$ cat src/rtl/lsu_pkg.sv
// Shared types for the load/store unit: access size encoding and FSM states.
package lsu_pkg;

  // Access size as carried on lsu_size; 2'b11 is reserved and treated as misaligned.
  typedef enum logic [1:0] {
    BYTE = 2'b00,
    HALF = 2'b01,
    WORD = 2'b10
  } lsu_size_e;

  typedef enum logic [1:0] {
    S_IDLE = 2'b00,
    S_REQ  = 2'b01,
    S_WAIT = 2'b10
  } lsu_state_e;

endpackage

$ cat src/rtl/lsu_align.sv
// Combinational lane steering: byte enables, store replication, load
// extraction/extension and misalignment detection for one access.
module lsu_align
  import lsu_pkg::*;
(
  input  logic [1:0]  offset_i,
  input  logic [1:0]  size_i,
  input  logic        unsigned_i,
  input  logic [31:0] wdata_i,
  input  logic [31:0] rdata_i,
  output logic [3:0]  be_o,
  output logic [31:0] wdata_o,
  output logic [31:0] rdata_o,
  output logic        misalign_o
);

  logic [31:0] shifted;

  // Decode size/offset into lane controls and the extended load value.
  always_comb begin
    be_o       = '0;
    wdata_o    = wdata_i;
    rdata_o    = '0;
    misalign_o = 1'b0;
    shifted    = rdata_i >> {offset_i, 3'b000};
    case (lsu_size_e'(size_i))
      BYTE: begin
        be_o    = 4'b0001 << offset_i;
        wdata_o = {4{wdata_i[7:0]}};
        rdata_o = {{24{~unsigned_i & shifted[7]}}, shifted[7:0]};
      end
      HALF: begin
        be_o       = 4'b0011 << offset_i;
        wdata_o    = {2{wdata_i[15:0]}};
        rdata_o    = {{16{~unsigned_i & shifted[15]}}, shifted[15:0]};
        misalign_o = offset_i[0];
      end
      WORD: begin
        be_o       = 4'b1111;
        wdata_o    = wdata_i;
        rdata_o    = shifted;
        misalign_o = |offset_i;
      end
      default: begin
        misalign_o = 1'b1;
      end
    endcase
  end

endmodule

$ cat src/rtl/load_store_unit.sv
// Load/store unit: bridges single core load/store requests to a word-wide
// data RAM with a req/gnt/rvalid handshake, one transaction outstanding.
module load_store_unit
  import lsu_pkg::*;
#(
  parameter int ADDR_WIDTH = 32
) (
  input  logic                  clk,
  input  logic                  reset,
  input  logic                  lsu_req,
  output logic                  lsu_ready,
  input  logic                  lsu_we,
  input  logic [1:0]            lsu_size,
  input  logic                  lsu_unsigned,
  input  logic [ADDR_WIDTH-1:0] lsu_addr,
  input  logic [31:0]           lsu_wdata,
  output logic                  lsu_rvalid,
  output logic [31:0]           lsu_rdata,
  output logic                  lsu_err,
  output logic                  ram_req,
  input  logic                  ram_gnt,
  input  logic                  ram_rvalid,
  output logic                  ram_we,
  output logic [3:0]            ram_be,
  output logic [ADDR_WIDTH-1:0] ram_addr,
  output logic [31:0]           ram_wdata,
  input  logic [31:0]           ram_rdata,
  input  logic                  ram_err
);

  lsu_state_e            state_q;
  logic [1:0]            off_q;
  logic [1:0]            size_q;
  logic                  uns_q;
  logic                  lsu_rvalid_q;
  logic                  lsu_err_q;
  logic [31:0]           lsu_rdata_q;
  logic                  ram_req_q;
  logic                  ram_we_q;
  logic [3:0]            ram_be_q;
  logic [ADDR_WIDTH-1:0] ram_addr_q;
  logic [31:0]           ram_wdata_q;

  logic                  idle;
  logic [1:0]            al_off;
  logic [1:0]            al_size;
  logic                  al_uns;
  logic [3:0]            al_be;
  logic [31:0]           al_wdata;
  logic [31:0]           al_rdata;
  logic                  al_mis;

  assign idle = (state_q == S_IDLE);

  // One aligner serves both phases: in IDLE it decodes the incoming request,
  // otherwise it extracts load data using the captured offset/size/sign.
  always_comb begin
    al_off  = idle ? lsu_addr[1:0] : off_q;
    al_size = idle ? lsu_size      : size_q;
    al_uns  = idle ? lsu_unsigned  : uns_q;
  end

  lsu_align u_align (
    .offset_i   (al_off),
    .size_i     (al_size),
    .unsigned_i (al_uns),
    .wdata_i    (lsu_wdata),
    .rdata_i    (ram_rdata),
    .be_o       (al_be),
    .wdata_o    (al_wdata),
    .rdata_o    (al_rdata),
    .misalign_o (al_mis)
  );

  // Transaction FSM with registered RAM-side and response outputs.
  always_ff @(posedge clk) begin
    if (!reset) begin
      state_q      <= S_IDLE;
      off_q        <= '0;
      size_q       <= '0;
      uns_q        <= 1'b0;
      lsu_rvalid_q <= 1'b0;
      lsu_err_q    <= 1'b0;
      lsu_rdata_q  <= '0;
      ram_req_q    <= 1'b0;
      ram_we_q     <= 1'b0;
      ram_be_q     <= '0;
      ram_addr_q   <= '0;
      ram_wdata_q  <= '0;
    end else begin
      lsu_rvalid_q <= 1'b0;
      lsu_err_q    <= 1'b0;
      lsu_rdata_q  <= '0;
      case (state_q)
        S_IDLE: begin
          if (lsu_req) begin
            off_q  <= lsu_addr[1:0];
            size_q <= lsu_size;
            uns_q  <= lsu_unsigned;
            if (al_mis) begin
              lsu_rvalid_q <= 1'b1;
              lsu_err_q    <= 1'b1;
            end else begin
              state_q     <= S_REQ;
              ram_req_q   <= 1'b1;
              ram_we_q    <= lsu_we;
              ram_be_q    <= al_be;
              ram_addr_q  <= {lsu_addr[ADDR_WIDTH-1:2], 2'b00};
              ram_wdata_q <= al_wdata;
            end
          end
        end
        S_REQ: begin
          if (ram_gnt) begin
            ram_req_q <= 1'b0;
            state_q   <= S_WAIT;
          end
        end
        S_WAIT: begin
          if (ram_rvalid) begin
            lsu_rvalid_q <= 1'b1;
            lsu_err_q    <= ram_err;
            lsu_rdata_q  <= (ram_we_q || ram_err) ? '0 : al_rdata;
            state_q      <= S_IDLE;
          end
        end
        default: state_q <= S_IDLE;
      endcase
    end
  end

  assign lsu_ready  = idle;
  assign lsu_rvalid = lsu_rvalid_q;
  assign lsu_err    = lsu_err_q;
  assign lsu_rdata  = lsu_rdata_q;
  assign ram_req    = ram_req_q;
  assign ram_we     = ram_we_q;
  assign ram_be     = ram_be_q;
  assign ram_addr   = ram_addr_q;
  assign ram_wdata  = ram_wdata_q;

endmodule

$ cat config.mk
export PLATFORM = sky130hd
export DESIGN_NAME = load_store_unit
export DESIGN_NICKNAME = d
export VERILOG_FILES = /design/src/rtl/lsu_pkg.sv /design/src/rtl/lsu_align.sv /design/src/rtl/load_store_unit.sv
export SDC_FILE = /design/constraint.sdc
export NUM_CORES = 1
export LEC_CHECK = 0
export CORE_MARGIN = 4
export CORE_UTILIZATION = 38
export CTS_CLUSTER_DIAMETER = 40
export DETAILED_ROUTE_END_ITERATION = 16
export PLACE_DENSITY = 0.77
export SKIP_LAST_GASP = 1
export SLEW_MARGIN = 20
export SYNTH_ARGS = -nofsm -noshare
export SYNTH_HDL_FRONTEND = slang
export SYNTH_SLANG_ARGS = --single-unit
$ cat constraint.sdc
create_clock -name clk -period 2.3 [get_ports clk]
set_clock_uncertainty 0.2 [all_clocks]
set_input_delay 0.345 -clock clk [delete_from_list [all_inputs] [get_ports clk]]
set_output_delay 0.345 -clock clk [all_outputs]
set_load 0.01 [all_outputs]
# [After elaboration in Yosys (flattened, before gate mapping)]
# Cells that the tools add are included.
[word_totals] reg_bits=109 input_bits=106 out_inout_bits=105 wordCells=62
[op_classes] eq_ne=8 n_shift=3 n_reduce_logical=10 n_mux=22 bitwise_logic=7
[ops] op="case mux 32 bit (3 select lines)" n=1
[ops] op="case mux 32 bit (2 select lines)" n=1
[ops] op="right shift 32 x 5 -> 32 bit" n=1
[ops] op="two-way mux 2 bit" n=6
[ops] op="case mux 4 bit (3 select lines)" n=1
[ops] op="two-way mux 1 bit" n=8
[ops] op="!= test 2 bit, second input constant" n=4
[ops] op="AND reduction 4 bit" n=2
[ops] op="case mux 1 bit (2 select lines)" n=3
[ops] op="case mux 2 bit (3 select lines)" n=1
[ops] op="inverter 1 bit" n=5
[ops] op="== test 2 x 1 -> 1 bit, second input constant" n=2
[ops] op="== test 2 bit, second input constant" n=2
[ops] op="logical NOT 2 bit" n=2
[ops] op="OR reduction 4 bit" n=1
[ops] op="<< shifter 1 x 2 -> 4 bit, first input constant" n=1
[ops] op="<< shifter 2 x 2 -> 4 bit, first input constant" n=1
[ops] op="case mux 1 bit (3 select lines)" n=1
[ops] op="AND reduction 3 bit" n=1
[ops] op="AND 1 bit" n=2
[ops] op="AND reduction 2 bit" n=1
[ops] op="nonzero test 2 bit" n=1
[ops] op="OR reduction 2 bit" n=1
[ops] op="logical OR 1 bit" n=1

# [Longest topological paths before layout]
# Gate-level depths: netlist of the first run.
[logic_depth] ltp_word=7 mapped_depth=10 ltp_nobuf=6

# [Cells and area by module]
# A second synthesis of the first run with hierarchy kept.
[hier_totals] hier_cells=636 area_unflattened_um2=5607.9
[by_module_without_submodules] mod="load_store_unit" cells_each=451 n_inst=1 area_each_um2=4141.5
[by_module_without_submodules] mod="lsu_align" cells_each=185 n_inst=1 area_each_um2=1466.4

# [Worst setup path after synthesis of the first run]
# OpenSTA, ideal clock, no wires.
[synth_path] kind="register to register" from="register state_q[1]" to="register ram_wdata_q[20] (netlist: ram_wdata[20])" setup_ns=0.133 stages_incl_launch_ff=9 synth_period_minus_slack_ns=2.204 setup_slack_ns=0.096 required_time_ns=1.967 t_arrival_ns=1.871 path_cell_list="dfxtp_1 or2_1 buf_4 inv_4 mux2_2 o22a_2 nor2_4 buf_2 a311oi_1"
[synth_between] elab_chain_len=6 word_cells_on_any_way=11
[synth_rtl] element="from (decl)" line="load_store_unit.sv:31" rtl="lsu_state_e state_q;"
[synth_rtl] element="from (signal assigned)" line="load_store_unit.sv:78" rtl="state_q <= S_IDLE;"
[synth_rtl] element="from (signal assigned)" line="load_store_unit.sv:104" rtl="state_q <= S_REQ;"
[synth_rtl] element="from (signal assigned)" line="load_store_unit.sv:116" rtl="state_q <= S_WAIT;"
[synth_rtl] element="logical NOT 2 bit (*)" line="load_store_unit.sv:53" rtl="assign idle = (state_q == S_IDLE);"
[synth_rtl] element="via lsu_ready" line="load_store_unit.sv:11" rtl="output logic lsu_ready,"
[synth_rtl] element="two-way mux 2 bit, on equally long branches" line="load_store_unit.sv:59, load_store_unit.sv:58"
[synth_rtl] element="== test 2 bit (tied with other cells)" line="lsu_align.sv:26" rtl="case (lsu_size_e'(size_i))"
[synth_rtl] element="case mux 1 bit (3 select lines)" line="lsu_align.sv:26"
[synth_rtl] element="inverter 1 bit (no line)"
[synth_rtl] element="AND reduction 3 bit (no line)"
[synth_rtl] element="to (signal assigned)" line="load_store_unit.sv:109" rtl="ram_wdata_q <= al_wdata;"
[synth_rtl] element="to (decl)" line="load_store_unit.sv:42" rtl="logic [31:0] ram_wdata_q;"
# The timed path passes the listed nets; every way through them passes the cells marked *.
# A chain may end at the register's enable or synchronous reset.

# [Worst setup path after layout of the first run]
[layout_path] from="register state_q[1]" to="register lsu_rdata_q[11] (netlist: lsu_rdata[11])"
[layout_between] elab_chain_len=5 word_cells_on_any_way=14
[layout_rtl] element="logical NOT 2 bit" line="load_store_unit.sv:53"
[layout_rtl] element="two-way mux 2 bit or two-way mux 1 bit (tied branches)" line="load_store_unit.sv:58, load_store_unit.sv:60"
[layout_rtl] element="right shift 32 x 5 -> 32 bit or inverter 1 bit (tied branches)" line="lsu_align.sv:25, lsu_align.sv:30"
[layout_rtl] element="AND 1 bit" line="lsu_align.sv:30" rtl="rdata_o = {{24{~unsigned_i & shifted[7]}}, shifted[7:0]};"
[layout_rtl] element="case mux 32 bit (3 select lines)" line="lsu_align.sv:26"
[layout_rtl] element="to (signal assigned)" line="load_store_unit.sv:123" rtl="lsu_rdata_q <= (ram_we_q || ram_err) ? '0 : al_rdata;"
[layout_rtl] element="to (decl)" line="load_store_unit.sv:37" rtl="logic [31:0] lsu_rdata_q;"
# Several ways; a longest one is shown, not always the timed one.

==> impl_metrics.yaml, run 1 <==
outcome:
  status: "finished clean"
worst_setup_path:
  reg2reg_depth: 7
  critPathLaunchType: "flip-flop"
  crit_fanout: 24
  endpoint_kind: "flip-flop"
  cp.arrival_ns: 2.29
  required_ns: 2.37
  criticalPathCategory: "flip-flop to flip-flop"
  reg2reg_from: "state_q[1]"
  reg2reg_to: "lsu_rdata[11]"
  reg2reg_slack_ns: 0.09
logic_synthesis:
  yosysWarnings: 0
  syn_avg_cell_area_um2: 8.65
  yosysSeqAreaShare_pct: 46.0
  synthArstFlopShare_pct: 0
  synth_cell_types: 49
  synth_edf_count: 0
  synthCells: 549
  mappedNetlistArea_mm2: 0.00475
  synth.ff_latch_count: 109
  synth-main-ff-cell: "dfxtp_1"
routing:
  ant_nets: 0
  drcViolationCount: 0
  drt_wl_total_um: 17000
  via_count: 5233
  wire_per_inst_um: 18.2
  viasPerCell: 5.60
  drt_pass1_iterations: 6
  drtIter0Drc: 466
clock_tree:
  cts_made_buffers: 9
  clk_latency_ns: 0.35
  cts.sinks: 109
  cts.clk_slew.worst_paths_ns: 0.07
  clk_root_buffer_cell: "clkbuf_16"
  cts_tree: "built"
  cts_max_path_buffers: 2
  htreeDepth: 3
run:
  maxCapViolCount: 0
sta:
  fmax_ghz: 0.452
  final_max_slew_viol_count: 0
  finalCritPeriodShare_pct: 96.2
  setup_violations: 0
  min_period_ns: 2.21
  grt_setup_unrepaired: "yes"
  fin_hold_ws_ns: 0.276
  hold_viol: 0
grt:
  grt_first_pass_wirelength_um: 26500
  grt_pass1_vias: 5167
  gr-total-overflow: 0
  grt_use_total_pct: 22.9
  grt_max_degree: 55
  antenna_found_initial: 0
layout:
  fin_nets: 868
  final_core_util_pct: 62.9
  fin_cells: 935
  nFillCells: 1021
  area_growth_pct: 60.6
  drive_gt1_share_pct: 12.4
  diodes: 0
hold_path:
  whs_path_depth: 2
  hold_start: "ram_addr[31]"
  hp-class: "flip-flop to flip-flop"
  holdPathEnd: "ram_addr[31]"
floorplanning:
  fp-row-count: 40
  die_area_mm2: 0.0143
  start_util_pct: 39.2
  coreArea_mm2: 0.0121
  ioPinCount: 211
  die_height_um: 120
  die_x_um: 120
pwr:
  p_leak_nw: 2.74
  peakVddDrop_v: 0.000469
  power_density_mw_per_mm2: 696
placement:
  gp_congestion: 0.900
  placed_cells: 919
  port_buffers: 208
  dpl.hpwl_um: 12500
==> worst max-delay path: stages (launching register included) <==
cell     delay, ns
dfxtp_1       0.38
buf_4         0.18
or4_4         0.54
o31ai_4       0.09
nand3_2       0.11
a221o_1       0.31
buf_12        0.17
o22ai_1       0.16
==> stage by stage <==
| stage | power [mW] | setup slack (ns) | area (µm²) | TNS [ns] |
|---|---|---|---|---|
| after floorplan | 2.90 | 0.0958 | 4750 | 0 |
| after global placement | 3.68 | -0.182 | 7290 | -7.78 |
| after detailed placement | 3.72 | -0.276 | 7290 | -9.91 |
| after CTS | 5.33 | 0.0474 | 7600 | 0 |
| after global routing | 5.54 | -0.0132 | 7620 | -0.0201 |
| final | 5.31 | 0.0866 | 7620 | 0 |
==> layout make-up <==
cell class	count	area, µm²	area share (%)
Clock inverter	6	70.1	0.919
Inverter	3	13.8	0.181
Sequential cell	109	2180	28.6
Clock buffer	10	239	3.13
Tap cell	168	210	2.76
Multi-Input combinational cell	384	2320	30.4
Timing Repair Buffer	255	2590	33.9
==> state kept, by name, indices dropped and copies added (netlist names) <==
register    flops
lsu_rvalid      1
lsu_rdata      32
off_q           2
ram_addr       30
lsu_err         1
ram_req         1
size_q          2
state_q         2
ram_we          1
ram_be          4
ram_wdata      32
uns_q           1
==> cell families (layout without fill, tap and decap cells) <==
group / count (synthesis) / in the layout / share of synthesized area, %
AND/OR/NAND/NOR: 142 / 142 / 13.9
flip-flops: 109 / 109 / 46.0
multiplexers: 26 / 26 / 5.88
buffers and inverters: 57 / 274 / 5.93
other: 1 / 2 / 0.0790
AO/OA/AOI/OAI: 214 / 214 / 28.3
==> synthesized netlist by cell type (7+ instances only) <==
| cell type | number | area [µm²] |
|---|---|---|
| nand3_1 | 42 | 210 |
| a311oi_1 | 16 | 140 |
| a211oi_1 | 17 | 128 |
| o21ai_0 | 46 | 230 |
| a21oi_1 | 77 | 385 |
| mux2i_1 | 11 | 110 |
| mux2_2 | 15 | 169 |
| clkbuf_1 | 27 | 101 |
| a222oi_1 | 8 | 80.1 |
| a22oi_1 | 7 | 52.6 |
| nand2_1 | 66 | 248 |
| nor2_1 | 14 | 52.6 |
| dfxtp_1 | 109 | 2180 |
| o22ai_1 | 7 | 43.8 |
| a31oi_1 | 18 | 113 |
| buf_2 | 15 | 75.1 |
==> cell usage in the layout (no fill, tap or decap), drive strengths merged, types with 2 or more instances in the layout <==
cell	count
clkdlybuf4s50	207
o22ai	8
nand3	43
o2111ai	3
a222oi	8
nand2b	6
a211oi	17
dfxtp	109
a21oi	77
conb	2
a31oi	18
nor4	2
nand2	67
o211a	3
inv	4
buf	47
clkinvlp	3
clkbuf	10
a22oi	7
or3b	2
a311oi	16
mux2	15
nor2	15
o21ai	48
mux2i	11
and2	3
==> how the worst max path moves through the flow <==
stage / startpoint / to / slack (ns) / cells past startpoint
global route: state_q[1] / lsu_rdata[25] / -0.01 / 7
floorplan: state_q[1] / ram_wdata[20] / 0.1 / 8
detailed placement: lsu_addr[1] / lsu_rdata[8] / -0.28 / 6
global placement: lsu_addr[0] / lsu_rdata[17] / -0.18 / 8
finish: state_q[1] / lsu_rdata[11] / 0.09 / 7
CTS: state_q[0] / lsu_rdata[22] / 0.05 / 7
==> power by group <==
part	internal (mW)	leakage (nW)	total, mW	switching [mW]
Clock	0.880	0.141	1.60	0.718
Sequential	2.03	0.889	2.11	0.0821
Combinational	0.814	1.71	1.60	0.787
Total	3.72	2.74	5.31	1.59
==> per-layer routing <==
metal	share of wire, %	wire length (µm)	track usage [%]	vias up
li1	-	-	-	2452
met5	0	0	0	-
met2	47	7900	37.3	289
met1	40	6760	26.9	2455
met4	2.9	487	9.66	0
met3	11	1840	8.72	37
==> repair_timing <==
action,CTS,global route
resized for setup,3,6
hold buffers,0,0
endpoints found under the hold margin,0,0
endpoints found under the setup margin,8,27
buffers inserted,0,0
Power figures use the tool's default switching activity.
==> inputs of run 2 (changes only) <==
CORE_UTILIZATION = 42   (was 38)
GPL_TIMING_DRIVEN = 1   (was not set)
PLACE_DENSITY = 0.8   (was 0.77)
clock period = 2.45 ns   (was 2.3 ns; I/O delays follow)
==> impl_metrics.yaml, run 2 (same netlist as run 1, synthesis figures left out) <==
hold_path:
  hold_start: "ram_addr[31]"
  whs_path_depth: 2
  hp-class: "flip-flop to flip-flop"
clock_tree:
  cts_max_path_buffers: 2
  htreeDepth: 3
  cts.clk_slew.worst_paths_ns: 0.07
  hold_buffers: 0
  cts_tree: "built"
  clk_latency_ns: 0.33
  cts_made_buffers: 9
  clk_root_buffer_cell: "clkbuf_16"
  cts.sinks: 109
placement:
  dp_slack_ns: -0.127
  dpl.hpwl_um: 12300
  port_buffers: 208
  gp_congestion: 0.870
layout:
  final_core_util_pct: 68.9
  mostFrequentLayoutCells: "clkdlybuf4s50_1, dfxtp_1, a21oi_1"
  nFillCells: 872
  seq_area_mm2: 0.00218
  multi_input_area_mm2: 0.00230
  diodes: 0
  drive_gt1_share_pct: 10.9
  final_common_cell: "clkdlybuf4s50_1"
  area_growth_pct: 58.7
  fin_nets: 863
worst_setup_path:
  crit_fanout: 24
  slowest_stage: "dfxtp_1"
  endpoint_kind: "flip-flop"
  critPathBufInv: 2
  reg2reg_from: "state_q[1]"
  startpoint: "state_q[1]"
  cp_cell_sequence: "buf_4 > o21ai_1 > and2_1 > nand2_1 > a221o_1 > buf_12 > o22ai_1"
  cp.arrival_ns: 2.46
  required_ns: 2.51
  critPathLaunchType: "flip-flop"
  criticalPathCategory: "flip-flop to flip-flop"
  max_stage_delay_ns: 0.40
  critical-path-top-delay-family: "compound AO/OA/AOI/OAI gates"
  reg2reg_depth: 7
  cp_num_cells: 7
pwr:
  p_seq_share_pct: 39.8
  intPower_mw: 3.55
  p_comb_share_pct: 29.9
  power_density_mw_per_mm2: 660
  p_leak_nw: 2.73
  power_frac_clock_pct: 30.3
  peakVddDrop_v: 0.000397
  switching_share_pct: 28.6
  p_switching_mw: 1.42
sta:
  grt_setup_unrepaired: "yes"
  finalCritPeriodShare_pct: 98.3
  final_max_slew_viol_count: 0
  setup_slack_ns: 0.0410
  setup_violations: 0
  fmax_ghz: 0.415
  hold_viol: 0
  min_period_ns: 2.41
grt:
  grt_use_total_pct: 24.1
  grt_max_degree: 40
  grt_first_pass_wirelength_um: 25300
  antenna_found_initial: 0
  grt_pass1_vias: 5080
  gr-total-overflow: 0
routing:
  drtIter0Drc: 427
  drt_wl_total_um: 16500
  wire_per_inst_um: 18.3
  drcViolationCount: 0
  via_count: 5215
  drt_pass1_iterations: 6
  ant_nets: 0
  viasPerCell: 5.79
floorplanning:
  fp-row-count: 38
  die_x_um: 114
  die_area_mm2: 0.0131
  die_height_um: 114
  coreArea_mm2: 0.0109
  ioPinCount: 211
  start_util_pct: 43.4
outcome:
  status: "finished clean"
run:
  maxCapViolCount: 0
[run 2: final cells by class]
cell class,instances,area share [%]
repair buffers,250,33.9
multi-input cells,384,30.6
flip-flops and latches,109,29.0
clock buffers,10,3.04
well taps,140,2.33
clock inverters,4,0.980
inverters,3,0.183
[run 2: timing repair]
item / 4_1_cts / 5_1_grt
endpoints found under the hold margin: 0 / 0
endpoints found under the setup margin: 0 / 12
resized for setup: 0 / 3
buffers inserted: 0 / 1
[run 2: per-stage QoR]
step	total power, mW	TNS (ns)	cells	cell area [µm²]	hold WS, ns
floorplan	2.72	0	550	4750	0.246
global placement	3.43	-0.652	884	7190	0.260
detailed placement	3.46	-1.84	884	7190	0.266
CTS	4.97	0	898	7490	0.274
global route	5.20	0	900	7530	0.287
finish	4.97	0	900	7530	0.274
[run 2: metal layers]
layer	wire length, µm	global-route usage, %	up-vias
li1	-	-	2444
met1	6440	28.0	2457
met2	7840	41.1	273
met3	1650	7.82	41
met4	535	9.50	0
met5	0	0	-
[run 2: path summary, 6_finish.rpt]
kind | end | slack (ns)
setup / recovery | lsu_rdata[14] | 0.04
hold / removal | ram_addr[31] | 0.27
setup reg to reg | lsu_rdata[14] | 0.04
hold reg to reg | ram_addr[31] | 0.27
[run 2: power by group through the flow]
stage	clock, mW	combinational, mW	sequential (mW)
2_1_floorplan	0	0.659	2.06
3_3_place_gp	0	1.42	2.01
3_5_place_dp	0	1.44	2.02
4_1_cts	1.54	1.45	1.98
5_1_grt	1.61	1.59	1.99
6_report	1.50	1.49	1.98
[run 2: worst min-delay path, cell delays in order, from the launching register on]
cell and delay (ns):
dfxtp_1 0.31, o21ai_0 0.06, a21oi_1 0.06
==> inputs of run 3 (changes only) <==
ABC_AREA = 1   (was not set)
ABC_CLOCK_PERIOD_IN_PS = 2450   (was not set)
CELL_PAD_IN_SITES_DETAIL_PLACEMENT = 1   (was not set)
CELL_PAD_IN_SITES_GLOBAL_PLACEMENT = 2   (was not set)
CORE_UTILIZATION = 22   (was 42)
PLACE_DENSITY = 0.79   (was 0.8)
==> impl_metrics.yaml, run 3 <==
outcome:
  status: "finished clean"
worst_setup_path:
  endpoint_kind: "output pin"
  criticalPathCategory: "flip-flop to output pin"
  cp_cell_sequence: "nor2_4 > clkdlybuf4s50_1"
  crit_fanout: 9
  critPathLaunchType: "flip-flop"
  slowest_stage: "clkdlybuf4s50_1"
  cp.arrival_ns: 1.53
  critical-path-top-delay-family: "buffers and inverters"
  critPathBufInv: 1
  required_ns: 1.88
  max_stage_delay_ns: 0.59
logic_synthesis:
  synth_cell_types: 28
  yosysSeqAreaShare_pct: 40.5
  synth_edf_count: 0
  synth.most_common_cell: "nand2_1"
  yosysWarnings: 0
  yosysTopAreaCell: "dfxtp_1"
  synth.ff_latch_count: 109
  yosysTopAreaCellShare_pct: 40.5
  syn_avg_cell_area_um2: 6.60
  ys_top_cells_by_area: "dfxtp_1, nand2_1, inv_1"
  mappedNetlistArea_mm2: 0.00538
  synth-main-ff-cell: "dfxtp_1"
  synthCells: 816
  synth_common_cells: "nand2_1, dfxtp_1, inv_1"
  synthArstFlopShare_pct: 0
clock_tree:
  clk_latency_ns: 0.36
  hold_buffers: 0
  cts.clk_slew.worst_paths_ns: 0.08
  cts_setup_buffers: 0
  cts.sinks: 109
  cts_max_path_buffers: 2
  cts_tree: "built"
  htreeDepth: 3
  cts_made_buffers: 9
  clk_root_buffer_cell: "clkbuf_16"
grt:
  grt_pass1_vias: 5597
  grt_first_pass_wirelength_um: 30100
  grt_max_degree: 74
  antenna_found_initial: 0
  grt_use_total_pct: 14.2
  gr-total-overflow: 0
routing:
  drt_pass1_iterations: 4
  ant_nets: 0
  drt_wl_total_um: 19200
  drcViolationCount: 0
  via_count: 5476
  wire_per_inst_um: 14.3
  viasPerCell: 4.08
  drtIter0Drc: 238
layout:
  fin_cells: 1341
  drive_gt1_share_pct: 10.5
  area_growth_pct: 51.4
  fin_nets: 1123
  mostFrequentLayoutCells: "nand2_1, clkdlybuf4s50_1, dfxtp_1"
  diodes: 0
  final_common_cell: "nand2_1"
sta:
  fmax_ghz: 0.476
  tns_ns: 0
  hold_viol: 0
  setup_violations: 0
  final_max_slew_viol_count: 0
  fin_hold_ws_ns: 0.256
  finalCritPeriodShare_pct: 85.8
  min_period_ns: 2.10
  grt_setup_unrepaired: "no"
placement:
  placed_cells: 1325
  gp_congestion: 0.745
  port_buffers: 208
  dpl.hpwl_um: 14600
run:
  maxCapViolCount: 0
pwr:
  power_density_mw_per_mm2: 661
  peakVddDrop_v: 0.000267
  p_leak_nw: 3.86
floorplanning:
  start_util_pct: 22.7
  die_x_um: 164
  coreArea_mm2: 0.0238
  die_height_um: 164
  fp-row-count: 56
  die_area_mm2: 0.0270
  ioPinCount: 211
hold_path:
  hp-class: "flip-flop to flip-flop"
-- run 3: worst paths after layout --
kind                            depth (start not counted)  slack [ns]            end        from
worst min register to register                          2        0.26          uns_q       uns_q
worst min-delay path                                    2        0.26          uns_q       uns_q
worst max register to register                         12        0.35  lsu_rdata[18]  state_q[1]
worst max-delay path                                    2        0.35      lsu_ready  state_q[0]
-- run 3: logic make-up after synthesis --
group	after synthesis	synth area share (%)
buffers and inverters	152	13.2
DFF	109	40.5
other	1	0.0697
and+or+nand+nor	486	38.7
muxes	7	1.30
AOI/OAI and AO/OA	61	6.16
-- run 3: cell type report --
type	instances	area, µm²
clock inverters	6	76.3
inverters	108	405
flip-flops and latches	109	2180
well taps	319	399
multi-input cells	556	2510
fillers	2931	15600
clock buffers	10	239
repair buffers	233	2340
-- run 3: routing by layer --
metal,routed length [µm],vias up,global-route usage (%)
li1,-,2851,-
met1,8830,2482,18.2
met2,8940,133,23.7
met3,1260,10,4.27
met4,159,0,3.29
met5,0,-,0
-- run 3: repair_timing --
action                                  CTS  global route
gates resized for setup                   0             1
endpoints found under the hold margin     0             0
endpoints found under the setup margin    0            16
-- run 3: power breakdown --
group,leakage (nW),internal (mW),switching (mW)
logic,2.81,0.805,0.967
registers,0.891,1.95,0.0864
clock network,0.156,0.842,0.744
-- run 3: per-stage QoR --
step	power (mW)	instance area, µm²	utilization (%)	setup WS [ns]
detailed placement	3.88	7830	33.0	0.120
CTS	5.51	8150	34.3	0.168
floorplan	3.07	5390	-	0.644
global placement	3.85	7830	33.0	0.141
finish	5.39	8150	34.3	0.349
global route	5.79	8150	34.3	0.125
-- run 3: tightest hold or removal path: stages, from the launching register on --
cell	delay (ns)
dfxtp_1	0.30
inv_1	0.06
a21oi_1	0.05
